`src/rtl/comb_sweep_pkg.sv`:
```
`default_nettype none
// ============================================================================
// Module  : comb_sweep_pkg
// Purpose : Shared types and constants for the combinational sweep checker.
//           - sweep_state_t : sweep controller states
//           - MODE_BIN / MODE_GRAY : values of the seq_mode input
// Revision: 1.0 - initial release
// ============================================================================
package comb_sweep_pkg;

  typedef enum logic [1:0] {
    IDLE   = 2'd0,
    HOLD   = 2'd1,
    SAMPLE = 2'd2,
    DONE   = 2'd3
  } sweep_state_t;

  localparam logic MODE_BIN  = 1'b0;
  localparam logic MODE_GRAY = 1'b1;

endpackage
`default_nettype wire

```
`src/rtl/comb_sweep_gen.sv`:
```
`default_nettype none
// ============================================================================
// Module  : comb_sweep_gen
// Purpose : Stimulus generator for the sweep checker. Holds the vector index,
//           the per-vector settle counter and the registered stimulus vector
//           (binary or Gray encoding of the index).
// Ports   : clk, rst_n      - clock, async active-low reset
//           clear           - accepted start: zero index, latch mode
//           mode            - seq_mode to latch on clear
//           hold            - controller is in the settle phase
//           advance         - step to the next vector
//           vec_out         - registered stimulus vector
//           sample_stb      - settle phase complete, sample next cycle
//           last_vec        - index is all-ones
// Revision: 1.0 - initial release
// ============================================================================
module comb_sweep_gen
  import comb_sweep_pkg::*;
#(
  parameter int IN_W   = 4,
  parameter int SETTLE = 1
) (
  input  logic            clk,
  input  logic            rst_n,
  input  logic            clear,
  input  logic            mode,
  input  logic            hold,
  input  logic            advance,
  output logic [IN_W-1:0] vec_out,
  output logic            sample_stb,
  output logic            last_vec
);

  localparam logic [IN_W-1:0] c_one = IN_W'(1);

  logic [IN_W-1:0] r_idx;
  logic [IN_W-1:0] r_vec;
  logic            r_mode;
  logic [IN_W-1:0] w_idx_inc;
  logic [IN_W-1:0] w_vec_next;

  assign w_idx_inc  = r_idx + c_one;
  // Vector register is loaded with the encoding of the *next* index so that
  // vec_out changes in the same cycle as the index.
  assign w_vec_next = (r_mode == MODE_GRAY) ? (w_idx_inc ^ (w_idx_inc >> 1)) : w_idx_inc;

  always_ff @(posedge clk or negedge rst_n) begin
    if (!rst_n) begin
      r_idx  <= '0;
      r_vec  <= '0;
      r_mode <= MODE_BIN;
    end else if (clear) begin
      r_idx  <= '0;
      r_vec  <= '0;
      r_mode <= mode;
    end else if (advance) begin
      r_idx  <= w_idx_inc;
      r_vec  <= w_vec_next;
    end
  end

  assign vec_out  = r_vec;
  assign last_vec = &r_idx;

  generate
    if (SETTLE == 0) begin : g_no_settle
      logic w_unused_hold;
      assign w_unused_hold = hold;
      assign sample_stb    = 1'b1;
    end else begin : g_settle
      localparam int c_cnt_w = (SETTLE > 1) ? $clog2(SETTLE) : 1;
      localparam logic [c_cnt_w-1:0] c_cnt_last = c_cnt_w'(SETTLE - 1);
      localparam logic [c_cnt_w-1:0] c_cnt_one  = c_cnt_w'(1);

      logic [c_cnt_w-1:0] r_cnt;

      // Counts HOLD cycles of the current vector; self-clears on the strobe
      // so it is zero again when the next vector's HOLD phase begins.
      always_ff @(posedge clk or negedge rst_n) begin
        if (!rst_n) begin
          r_cnt <= '0;
        end else if (hold && !sample_stb) begin
          r_cnt <= r_cnt + c_cnt_one;
        end else begin
          r_cnt <= '0;
        end
      end

      assign sample_stb = hold && (r_cnt == c_cnt_last);
    end
  endgenerate

endmodule
`default_nettype wire

```
`config.mk`:
```
export PLATFORM = sky130hd
export DESIGN_NAME = comb_sweep_gen
export DESIGN_NICKNAME = d
export VERILOG_FILES = /design/src/rtl/comb_sweep_pkg.sv /design/src/rtl/comb_sweep_gen.sv
export SDC_FILE = /design/constraint.sdc
export NUM_CORES = 1
export LEC_CHECK = 0
export CORE_AREA = 2 2 39 41
export CTS_CLUSTER_SIZE = 8
export DETAILED_ROUTE_END_ITERATION = 6
export DIE_AREA = 0 0 41 43
export PLACE_DENSITY = 0.58
export SLEW_MARGIN = 30
export SYNTH_ARGS = -nofsm -noshare
export SYNTH_HDL_FRONTEND = slang
export SYNTH_SLANG_ARGS = --single-unit
```
`constraint.sdc`:
```
create_clock -name clk -period 1.7 [get_ports clk]
set_clock_uncertainty 0.15 [all_clocks]
set_input_delay 0.425 -clock clk [delete_from_list [all_inputs] [get_ports clk]]
set_output_delay 0.425 -clock clk [all_outputs]
set_load 0.01 [all_outputs]
```
## Word-level counts from Yosys, hierarchy flattened

Index checks and enable logic that the tools add are counted.

| word-level totals | value |
|---|---|
| register bits | 10 |
| input bits | 6 |
| output and inout port bits | 6 |
| word-level logic and storage cells | 19 |

| operators by class | value |
|---|---|
| add/subtract/negate cells | 2 |
| mux-type cells | 6 |
| bitwise gates (word level) | 2 |
| reductions and logical operators | 5 |

Operator list:

| kind | number |
|---|---|
| 4-bit 2-to-1 mux | 5 |
| 4-bit by 1-bit adder with 4-bit output (second input constant) | 1 |
| 4-bit AND reduction | 1 |
| 4-bit by 3-bit bitwise XOR with 4-bit output | 1 |
| 1-bit logical AND | 2 |
| 2-bit nonzero test | 1 |
| 1-bit adder (second input constant) | 1 |
| 1-bit logical NOT | 1 |
| 1-bit 2-to-1 mux | 1 |
| 1-bit NOT | 1 |

## Logic depth before layout (Yosys ltp)

| logic depth | value |
|---|---|
| word-level depth | 5 |
| depth in mapped cells | 5 |
| depth with buffers taken out | 5 |

## Least setup slack after synthesis

Ideal clock, no wire load.

| path | value |
|---|---|
| path type | reg-to-output |
| start point | reg r_idx[0] |
| end point | out last_vec |
| data arrival time | 0.881 ns |
| required time | 1.125 ns |
| path slack | 0.244 ns |
| cell stages (with the launch flop) | 3 |
| buffers on the path | 0 |
| cells stage by stage | dfrtp_1 -> ha_1 -> and3_2 |

| between the ends | value |
|---|---|
| word-level cells in the longest chain between the ends | 1 |

RTL lines:

| what | RTL line | RTL |
|---|---|---|
| from (decl) | comb_sweep_gen.sv:36 | `logic [IN_W-1:0] r_idx;` |
| from (signal assigned) | comb_sweep_gen.sv:57 | `r_idx <= w_idx_inc;` |
| 4-bit AND reduction | comb_sweep_gen.sv:63 | `assign last_vec = &r_idx;` |
| to (decl) | comb_sweep_gen.sv:31 | `output logic last_vec` |

Every way passes these cells.

## Final worst setup path

| path | value |
|---|---|
| start point | reg r_idx[1] |
| end point | out last_vec |

The elaborated chain is that of the path after synthesis.

==> results.ini <==
[floorplan]
initial_core_util_pct=33.5
core_area_mm2=0.00138
io_pins=12
die_y_um=43
row_count=14
die_x_um=41
dieArea_mm2=0.00176

[setup_path]
setup.worst_path.class=reg -> out
end_kind=output port
crit_required_ps=1120
cp.arrival_ps=1120
r2r_slack_ps=170
start_kind=flop
path_max_fanout=2

[power_and_ir_drop]
ir_drop_mv=0.396
p_leak_nw=0.341
power.density_mw_per_mm2=733

[drt]
post_drt_wl_per_cell_um=10.5
firstDrtPassIters=4
viasPerCell=4.52
antenna_left=0
dr_total_vias=366
drt_iter0_markers=4
drcViolationCount=0
drt-total-wl_um=847

[finish]
fin_util_pct=48.6
drive_above_1_share_pct=29.2
nFillCells=135
syn_to_final_growth_pct=44.7
fin_cells=81
fin_area_um2=672
num_antenna_cells=0
final_nets=73

[global_route]
global_route.overflow_total=0
grt_start_max_net_pins=10
grt_util_all_layers_pct=12.8
grt_pass1_wl_um=1500
grt_pass1_vias=353
antenna_found_initial=0

[yosys]
netlist_instances=44
yosysWarnings=0
ys.flop_type=dfrtp_1
async_reset_ff_share_pct=100
syn-num-nets=51
synth_top_cell_area_share_pct=48.5
synth_edf_count=0
synth_area_um2=464
yosysSeqAreaShare_pct=48.5
synth.avg_cell_area_um2=10.5
synthTopCellsByCount=dfrtp_1, nor2_1, mux2i_1, nand2_1, xor2_1
yosys.area.top_type=dfrtp_1
synth_cell_type_count=19
synth_most_common_cell=dfrtp_1
yosys-top-cells-area=dfrtp_1, mux2i_1, xor2_1
ys_ff_latch=9

[placed_design]
gp_congestion=0.708
hpwlAfterDp_um=656
dp_cells=77
placed_area_um2=646
io_buffers=11

[cts]
worstSkewPairLatency_ps=260
clock_tree.htree_level_count=1
clock-sinks=9
cts_max_path_buffers=2
clkSlewWorstSetupHoldPaths_ps=60
cts_buffers=3
cts_tree=done
root_buffer=clkbuf_4

[job]
max_cap_violations=0

[timing]
fin_crit_sh_pct=99.9
hold_viol_final=0
rsz0062_at_grt=true
finalSetupViolations=0
fmax_ghz=0.589
maxSlewViolCount=0
period_needed_ps=1700

[status]
status=complete, no violations

[min_path]
hp-class=in -> async

routing by layer:
layer	GRT usage (%)	routed length (um)	vias to the layer above	share of wire (%)
met5	0	0	-	0
met4	8.00	12	0	1.4
met3	3.14	41	2	4.8
met2	16.6	377	10	45
met1	18.2	416	165	49
li1	-	-	189	-
final cells by class:
| type | instances | area (um^2) | area share (%) |
|---|---|---|---|
| clock buffers | 4 | 26.3 | 3.91 |
| multi-input cells | 32 | 229 | 34.1 |
| flip-flops and latches | 9 | 225 | 33.5 |
| well taps | 16 | 20.0 | 2.98 |
| repair buffers | 20 | 171 | 25.5 |
layout by cell type, fill, tap and decap left out, drive strengths merged, types with 2 or more instances in the layout:
| cell | n |
|---|---|
| buf | 11 |
| a211oi | 2 |
| nand2 | 4 |
| nor2 | 7 |
| dfrtp | 9 |
| dlygate4sd2 | 4 |
| mux2i | 4 |
| clkdlybuf4s50 | 4 |
| clkbuf | 4 |
| nor2b | 2 |
| xor2 | 4 |
cell families (layout without fill, tap and decap cells):
logic type / Yosys count / count (layout) / synth area share [%]
adders and majority gates: 1 / 1 / 2.69
buffers and inverters: 3 / 24 / 3.50
other: 1 / 1 / 0.808
and+or+nand+nor: 15 / 15 / 14.6
DFF: 9 / 9 / 48.5
xor gates and xnor gates: 5 / 5 / 9.43
muxes: 5 / 5 / 11.1
AOI/OAI and AO/OA: 5 / 5 / 9.43
flip-flops by register name (all words and copies together) (netlist names):
| register | cells |
|---|---|
| vec_out | 3 |
| r_mode | 1 |
| g_settle.r_cnt | 1 |
| r_idx | 4 |
what timing repair did:
item	CTS	global route
pin swaps	0	1
gates resized for setup	13	3
endpoints found under the setup margin	6	2
setup buffers	0	0
hold buffers	0	0
metrics by stage:
stage	hold WS (ps)	setup TNS, ps	setup slack [ps]	total power [mW]
3_3_place_gp	360	-533	-397	0.339
2_1_floorplan	-20.6	0	244	0.289
4_1_cts	327	-41.6	-41.6	0.502
5_1_grt	357	-30.7	-30.7	0.524
3_5_place_dp	366	-550	-406	0.339
6_report	315	0	1.57	0.493
worst max-delay path: stages (launching register included):
cell	delay (ps)
dfrtp_1	390
ha_2	200
and3_4	170
buf_6	110
path summary, 6_finish.rpt:
check	from	end	cells after the start
worst max register to register	r_idx[0]	vec_out[2]	5
worst max-delay path	r_idx[1]	last_vec	3
min in group clk	vec_out[0]	vec_out[0]	2
max in group asynchronous	rst_n	vec_out[2]	1
worst min register to register	vec_out[0]	vec_out[0]	2
worst min-delay path	rst_n	r_idx[1]	1
where the power goes:
| part | leakage (nW) | switching [mW] | internal, mW |
|---|---|---|---|
| registers | 0.117 | 0.0107 | 0.228 |
| clock network | 0.0150 | 0.0735 | 0.0904 |
| logic | 0.209 | 0.0391 | 0.0504 |
Note: power is estimated with default switching activity, not from simulation.
